==> config.mk <==
export PLATFORM = sky130hd
export DESIGN_NAME = dw_fp_sqrt_inst_flat
export DESIGN_NICKNAME = d
export VERILOG_FILES = /design/src/rtl/dw_fp_sqrt_inst_if.sv /design/src/rtl/dw_fp_sqrt_inst.sv /design/src/flat_wrapper.sv
export SDC_FILE = /design/constraint.sdc
export NUM_CORES = 1
export LEC_CHECK = 0
export ABC_CLOCK_PERIOD_IN_PS = 5000
export CORE_ASPECT_RATIO = 1.2
export CORE_MARGIN = 5
export CORE_UTILIZATION = 35
export CTS_BUF_LIST = sky130_fd_sc_hd__clkbuf_16
export CTS_CLUSTER_DIAMETER = 200
export DETAILED_ROUTE_END_ITERATION = 6
export HOLD_SLACK_MARGIN = 0.12
export PLACE_DENSITY = 0.64
export SYNTH_ARGS = -nofsm -noshare
export SYNTH_HDL_FRONTEND = slang
export SYNTH_SLANG_ARGS = --single-unit
==> constraint.sdc <==
create_clock -name clk -period 5 [get_ports clk]
set_input_delay 0.5 -clock clk [delete_from_list [all_inputs] [get_ports clk]]
set_output_delay 0.5 -clock clk [all_outputs]
set_load 0.05 [all_outputs]
==> src/rtl/dw_fp_sqrt_inst_if.sv <==
// Request/response bundle of the sequential floating-point square-root unit.
interface dw_fp_sqrt_inst_if #(
  parameter int inst_sig_width = 23,
  parameter int inst_exp_width = 8
);
  localparam int W = inst_sig_width + inst_exp_width + 1;

  logic         inst_start;
  logic [W-1:0] inst_a;
  logic [2:0]   inst_rnd;
  logic         inst_busy;
  logic         inst_done;
  logic [W-1:0] z_inst;
  logic [7:0]   status_inst;

  modport master (
    output inst_start, inst_a, inst_rnd,
    input  inst_busy, inst_done, z_inst, status_inst
  );

  modport slave (
    input  inst_start, inst_a, inst_rnd,
    output inst_busy, inst_done, z_inst, status_inst
  );
endinterface

==> src/rtl/dw_fp_sqrt_inst.sv <==
// IEEE-754 square root: unpack, one root bit per cycle by restoring recurrence
// (significand plus guard), then round and pack; fixed 27-cycle latency.
module dw_fp_sqrt_inst #(
  parameter int inst_sig_width       = 23,
  parameter int inst_exp_width       = 8,
  parameter int inst_ieee_compliance = 0
) (
  input logic              clk,
  input logic              rst,
  dw_fp_sqrt_inst_if.slave bus
);
  localparam int SW   = inst_sig_width;
  localparam int EW   = inst_exp_width;
  localparam int W    = SW + EW + 1;
  localparam int BIAS = (1 << (EW - 1)) - 1;
  localparam int NIT  = SW + 2;
  localparam int XW   = 2 * NIT;
  localparam int RW   = NIT + 3;
  localparam int CW   = $clog2(NIT);

  localparam logic [1:0] S_IDLE = 2'd0;
  localparam logic [1:0] S_UNPK = 2'd1;
  localparam logic [1:0] S_ITER = 2'd2;
  localparam logic [1:0] S_PACK = 2'd3;

  logic [1:0]    state_q;
  logic [W-1:0]  a_q;
  logic [2:0]    rnd_q;
  logic [CW-1:0] cnt_q;
  logic [XW-1:0] x_q;
  logic [RW-1:0] rem_q;
  logic [NIT-1:0] root_q;
  logic [EW-1:0] rexp_q;
  logic          spec_q;
  logic [W-1:0]  spec_z_q;
  logic [7:0]    spec_st_q;
  logic [W-1:0]  z_q;
  logic [7:0]    st_q;
  logic          done_q;

  logic          sgn, ex_max, ex_zero, fr_zero;
  logic [EW-1:0] ex;
  logic [SW-1:0] fr;
  logic          spec_d;
  logic [W-1:0]  spec_z_d;
  logic [7:0]    spec_st_d;
  logic [SW:0]   m_d;
  logic [XW-1:0] x_d;
  logic [EW-1:0] rexp_d;
  int            msb, e_int;

  always_comb begin
    sgn     = a_q[W-1];
    ex      = a_q[W-2:SW];
    fr      = a_q[SW-1:0];
    ex_max  = &ex;
    ex_zero = ~|ex;
    fr_zero = ~|fr;

    spec_d    = 1'b1;
    spec_z_d  = '0;
    spec_st_d = '0;
    if (ex_max) begin
      if (!fr_zero || sgn) begin
        spec_z_d  = {1'b0, {EW{1'b1}}, 1'b1, {(SW-1){1'b0}}};
        spec_st_d = 8'h04;
      end else begin
        spec_z_d  = {1'b0, {EW{1'b1}}, {SW{1'b0}}};
        spec_st_d = 8'h02;
      end
    end else if (ex_zero && (fr_zero || inst_ieee_compliance == 0)) begin
      spec_z_d  = {sgn, {(W-1){1'b0}}};
      spec_st_d = 8'h01;
    end else if (sgn) begin
      spec_z_d  = {1'b0, {EW{1'b1}}, 1'b1, {(SW-1){1'b0}}};
      spec_st_d = 8'h04;
    end else begin
      spec_d = 1'b0;
    end

    // Denormals are renormalised so the hidden bit sits at position SW.
    msb = 0;
    for (int unsigned i = 0; i < SW; i++)
      if (fr[i]) msb = int'(i);
    if (ex_zero) begin
      m_d   = {1'b0, fr} << (SW - msb);
      e_int = 1 - BIAS - (SW - msb);
    end else begin
      m_d   = {1'b1, fr};
      e_int = int'(ex) - BIAS;
    end

    // Odd exponent folds one factor of 2 into the radicand, keeping it in [1,4).
    x_d    = {{(XW-SW-1){1'b0}}, m_d} << (e_int[0] ? SW + 3 : SW + 2);
    rexp_d = EW'(((e_int - (e_int & 1)) >>> 1) + BIAS);
  end

  logic [RW-1:0]  rem_sh, trial, rem_d;
  logic [NIT-1:0] root_d;
  logic           ge;

  always_comb begin
    rem_sh = {rem_q[RW-3:0], x_q[XW-1:XW-2]};
    trial  = RW'({root_q, 2'b01});
    ge     = rem_sh >= trial;
    rem_d  = ge ? rem_sh - trial : rem_sh;
    root_d = {root_q[NIT-2:0], ge};
  end

  logic          guard, sticky, inc;
  logic [SW:0]   frac_r;
  logic [W-1:0]  z_d;
  logic [7:0]    st_d;

  always_comb begin
    guard  = root_q[0];
    sticky = |rem_q;
    case (rnd_q)
      3'd1, 3'd3: inc = 1'b0;
      3'd2, 3'd5: inc = guard | sticky;
      default:    inc = guard;
    endcase
    frac_r = {1'b0, root_q[SW:1]} + (SW+1)'(inc);
    z_d    = {1'b0, rexp_q + EW'(frac_r[SW]), frac_r[SW-1:0]};
    st_d   = {2'b00, guard | sticky, 5'b00000};
  end

  always_ff @(posedge clk) begin
    if (rst) begin
      state_q   <= S_IDLE;
      a_q       <= '0;
      rnd_q     <= '0;
      cnt_q     <= '0;
      x_q       <= '0;
      rem_q     <= '0;
      root_q    <= '0;
      rexp_q    <= '0;
      spec_q    <= 1'b0;
      spec_z_q  <= '0;
      spec_st_q <= '0;
      z_q       <= '0;
      st_q      <= '0;
      done_q    <= 1'b0;
    end else begin
      done_q <= 1'b0;
      case (state_q)
        S_IDLE: if (bus.inst_start) begin
          a_q     <= bus.inst_a;
          rnd_q   <= bus.inst_rnd;
          state_q <= S_UNPK;
        end
        S_UNPK: begin
          x_q       <= x_d;
          rem_q     <= '0;
          root_q    <= '0;
          rexp_q    <= rexp_d;
          spec_q    <= spec_d;
          spec_z_q  <= spec_z_d;
          spec_st_q <= spec_st_d;
          cnt_q     <= '0;
          state_q   <= S_ITER;
        end
        S_ITER: begin
          x_q    <= x_q << 2;
          rem_q  <= rem_d;
          root_q <= root_d;
          cnt_q  <= cnt_q + 1'b1;
          if (cnt_q == CW'(NIT - 1)) state_q <= S_PACK;
        end
        default: begin
          z_q     <= spec_q ? spec_z_q : z_d;
          st_q    <= spec_q ? spec_st_q : st_d;
          done_q  <= 1'b1;
          state_q <= S_IDLE;
        end
      endcase
    end
  end

  assign bus.inst_busy   = (state_q != S_IDLE);
  assign bus.inst_done   = done_q;
  assign bus.z_inst      = z_q;
  assign bus.status_inst = st_q;
endmodule

==> src/flat_wrapper.sv <==
// flat-port wrapper written by rule: the top's interface ports become plain ports
module dw_fp_sqrt_inst_flat 
#(
  parameter int inst_sig_width       = 23,
  parameter int inst_exp_width       = 8,
  parameter int inst_ieee_compliance = 0
)
  (clk, rst, bus_inst_start, bus_inst_a, bus_inst_rnd, bus_inst_busy, bus_inst_done, bus_z_inst, bus_status_inst);
  dw_fp_sqrt_inst_if #(.inst_sig_width(inst_sig_width), .inst_exp_width(inst_exp_width)) bus_i ();
  input logic clk;
  input logic rst;
  input wire logic [$bits(bus_i.inst_start)-1:0] bus_inst_start;
  input wire logic [$bits(bus_i.inst_a)-1:0] bus_inst_a;
  input wire logic [$bits(bus_i.inst_rnd)-1:0] bus_inst_rnd;
  output wire logic [$bits(bus_i.inst_busy)-1:0] bus_inst_busy;
  output wire logic [$bits(bus_i.inst_done)-1:0] bus_inst_done;
  output wire logic [$bits(bus_i.z_inst)-1:0] bus_z_inst;
  output wire logic [$bits(bus_i.status_inst)-1:0] bus_status_inst;
  assign bus_i.inst_start = bus_inst_start;
  assign bus_i.inst_a = bus_inst_a;
  assign bus_i.inst_rnd = bus_inst_rnd;
  assign bus_inst_busy = bus_i.inst_busy;
  assign bus_inst_done = bus_i.inst_done;
  assign bus_z_inst = bus_i.z_inst;
  assign bus_status_inst = bus_i.status_inst;
  dw_fp_sqrt_inst #(.inst_sig_width(inst_sig_width), .inst_exp_width(inst_exp_width), .inst_ieee_compliance(inst_ieee_compliance)) u_core (.clk(clk), .rst(rst), .bus(bus_i));
endmodule
==> results.cfg <==
[status]
outcome = finished, final reports clean

[yosys]
yosys_warnings = 0
ys_ff_latch = 172
syn_area_per_cell_um2 = 7.69
yosysTopAreaCell = dfxtp_1
synth.most_common_cell = nand2_1
yosysSeqAreaShare = 0.297
synthTopCellsByArea = dfxtp_1 (30%), nand2_1 (6.3%), a21oi_1 (5.7%), ha_1 (4.9%), mux2i_1 (4.4%)
yosysTopAreaCellShare = 0.297
syn_area_um2 = 11600
synthArstFlopShare = 0
synth_edf_count = 0
ys_types = 101
syn_inst = 1508
ys.flop_type = dfxtp_1
synth_commonest_cells = nand2_1 (194), dfxtp_1 (172), a21oi_1 (132)

[pwr]
swShare = 0.477
p_total_w = 0.00846
switchingPower_w = 0.00404
seqPwrFrac = 0.211
pwr-share-comb = 0.611
clkPwrFrac = 0.178
cellLeakagePower_nw = 4.87
power_density_nw_per_um2 = 637
irDropWorstVdd_uv = 268
p_int_w = 0.00442

[layout]
seq_area_um2 = 3440
layout.nets = 1604
layout-drive-gt1-share = 0.0756
area_growth_pct = 14.5
instances_no_fill = 1984
fill_cells = 3404
diodes = 0
design_area_um2 = 13300
multiInputGateArea_um2 = 7430

[critical_path]
crit_type = flip-flop to flip-flop
crit_required_ns = 5.34
max_stage_delay_ns = 0.50
crit_family = simple AND/OR/NAND/NOR gates
crit_fanout = 12
crit_chain = nor4_1, nand2_1, ha_1, nor3_1, o21ai_0, mux2i_1, nor3_1, or3_1, a21oi_1, a221oi_1, o41ai_1
crit_buf_inv = 0
cp_slowest_cell = nor4_1
worst_setup_path_start_kind = flip-flop
crit_top_cell = nor3_1
critPathCaptureType = flip-flop
cp_data_arrival_time_ns = 4.36

[global_route]
grt.overflow.total = 0
grt_max_degree = 76
antenna_found_initial = 0
track_usage = 0.186
grt_pass1_wl_um = 56000
grt_pass1_vias = 10254

[clocking]
clock_path_buffers = 2
post_cts_buffers = 0
htreeDepth = 4
cts_resized = 0
cts_hold_buffers = 0
cts_root_buffer = clkbuf_16
clk_latency_ns = 0.45
numCtsBuffers = 17
clk_pin_slew_ns = 0.07
cts_tree = yes
clock_sinks = 172

[place]
placed_area_um2 = 12600
dp_slack_ns = 0.952
portBuffers = 75
dp_cells = 1952
hpwl_um = 25900
gp_congestion = 0.957

[sta]
setup_violations = 0
finalSetupTns_ns = 0
rsz0062_at_grt = no
setup_slack_ns = 0.979
finalHoldViolations = 0
fmax_mhz = 249
worst-slew-pin-transition_ns = 0.983
finalMaxSlewViolations = 0
max_slew_margin = 0.344
min_period_over_period = 0.804
fin_skew_ns = 0.0166
period_minus_slack_ns = 4.02

[run]
maxCapViolations = 0

[floorplanning]
rows = 73
die_area_um2 = 36900
chipWidth_um = 176
die_h_um = 209
core_area_um2 = 33000
ios = 80
initial_core_util = 0.352

[drt]
wirelength_um = 35200
antenna_violating_nets_post_route = 0
viasPerCell = 5.49
drc_errors = 0
dr.pass1.iters = 5
vias = 10887
wl_per_cell_um = 17.7
drt_iter0_markers = 726

[min_path]
hold_path_class = flip-flop to flip-flop
-- cell usage in the layout, fill, tap and decap left out, types with 40 or more instances in the layout --
master	count
o21ai_0	96
inv_1	46
dfxtp_1	172
nor2_1	127
nand3_1	42
xnor2_1	40
ha_1	44
a21oi_1	132
nand2_1	194
clkdlybuf4s50_1	74
mux2i_1	51
-- worst register-to-register path, delay by kind of cell (launching register included) --
| kind | cells | cell delay [ns] |
|---|---|---|
| and+or+nand+nor | 5 | 1.80 |
| DFF | 1 | 0.46 |
| AOI/OAI and AO/OA | 4 | 0.91 |
| adders and majority gates | 1 | 0.39 |
| muxes | 1 | 0.37 |
-- power groups by stage --
| stage | combinational [W] | clock [W] | sequential, W |
|---|---|---|---|
| 2_1_floorplan | 0.00399 | 0 | 0.00171 |
| 5_1_grt | 0.00561 | 0.00160 | 0.00181 |
| 3_3_place_gp | 0.00512 | 0 | 0.00180 |
| 6_report | 0.00517 | 0.00150 | 0.00178 |
| 3_5_place_dp | 0.00510 | 0 | 0.00181 |
| 4_1_cts | 0.00513 | 0.00153 | 0.00178 |
-- layout make-up --
type,instances,area share
Inverter,50,0.0153
Clock buffer,17,0.0320
Clock inverter,15,0.0173
Sequential cell,172,0.259
Multi-Input combinational cell,1174,0.560
Timing Repair Buffer,106,0.0739
Tap cell,450,0.0424
-- layer usage --
| metal | routed length (µm) | GRT usage | vias to the layer above |
|---|---|---|---|
| met1 | 15100 | 0.230 | 5102 |
| met5 | 0 | 0 | - |
| met3 | 1410 | 0.0249 | 60 |
| met4 | 1080 | 0.0627 | 0 |
| met2 | 17600 | 0.332 | 320 |
| li1 | - | - | 5405 |
-- registers in the layout, summed over array words and instances (netlist names), 4 cells and up --
register	flops
u_core.rexp_q	8
u_core.cnt_q	5
u_core.root_q	25
u_core.bus.status_inst	4
u_core.x_q	26
u_core.bus.z_inst	32
u_core.a_q	32
u_core.rem_q	28
-- kinds of logic (layout without fill, tap and decap cells) --
| family | Yosys count | in the layout | synth area share |
|---|---|---|---|
| other | 1 | 4 | 0.000324 |
| muxes | 58 | 58 | 0.0521 |
| DFF | 172 | 172 | 0.297 |
| and+or+nand+nor | 560 | 560 | 0.233 |
| adders and majority gates | 45 | 45 | 0.0486 |
| xor gates and xnor gates | 64 | 64 | 0.0484 |
| AOI/OAI and AO/OA | 443 | 443 | 0.256 |
| buffers and inverters | 165 | 188 | 0.0639 |
-- final timing paths --
check | startpoint | to | slack [ns] | depth (start not counted)
worst max-delay path | u_core.a_q[16] | u_core.x_q[46] | 0.98 | 11
worst max register to register | u_core.a_q[16] | u_core.x_q[46] | 0.98 | 11
worst min register to register | u_core.root_q[24] | u_core.root_q[24] | 0.46 | 2
worst min-delay path | u_core.root_q[24] | u_core.root_q[24] | 0.46 | 2
-- through the flow --
step           hold slack [ns]   util
5_1_grt                  0.490  0.403
3_3_place_gp             0.437  0.383
3_5_place_dp             0.449  0.383
4_1_cts                  0.464  0.403
2_1_floorplan            0.425      -
6_report                 0.461  0.403
No activity file was read; power rests on OpenSTA's default activity.
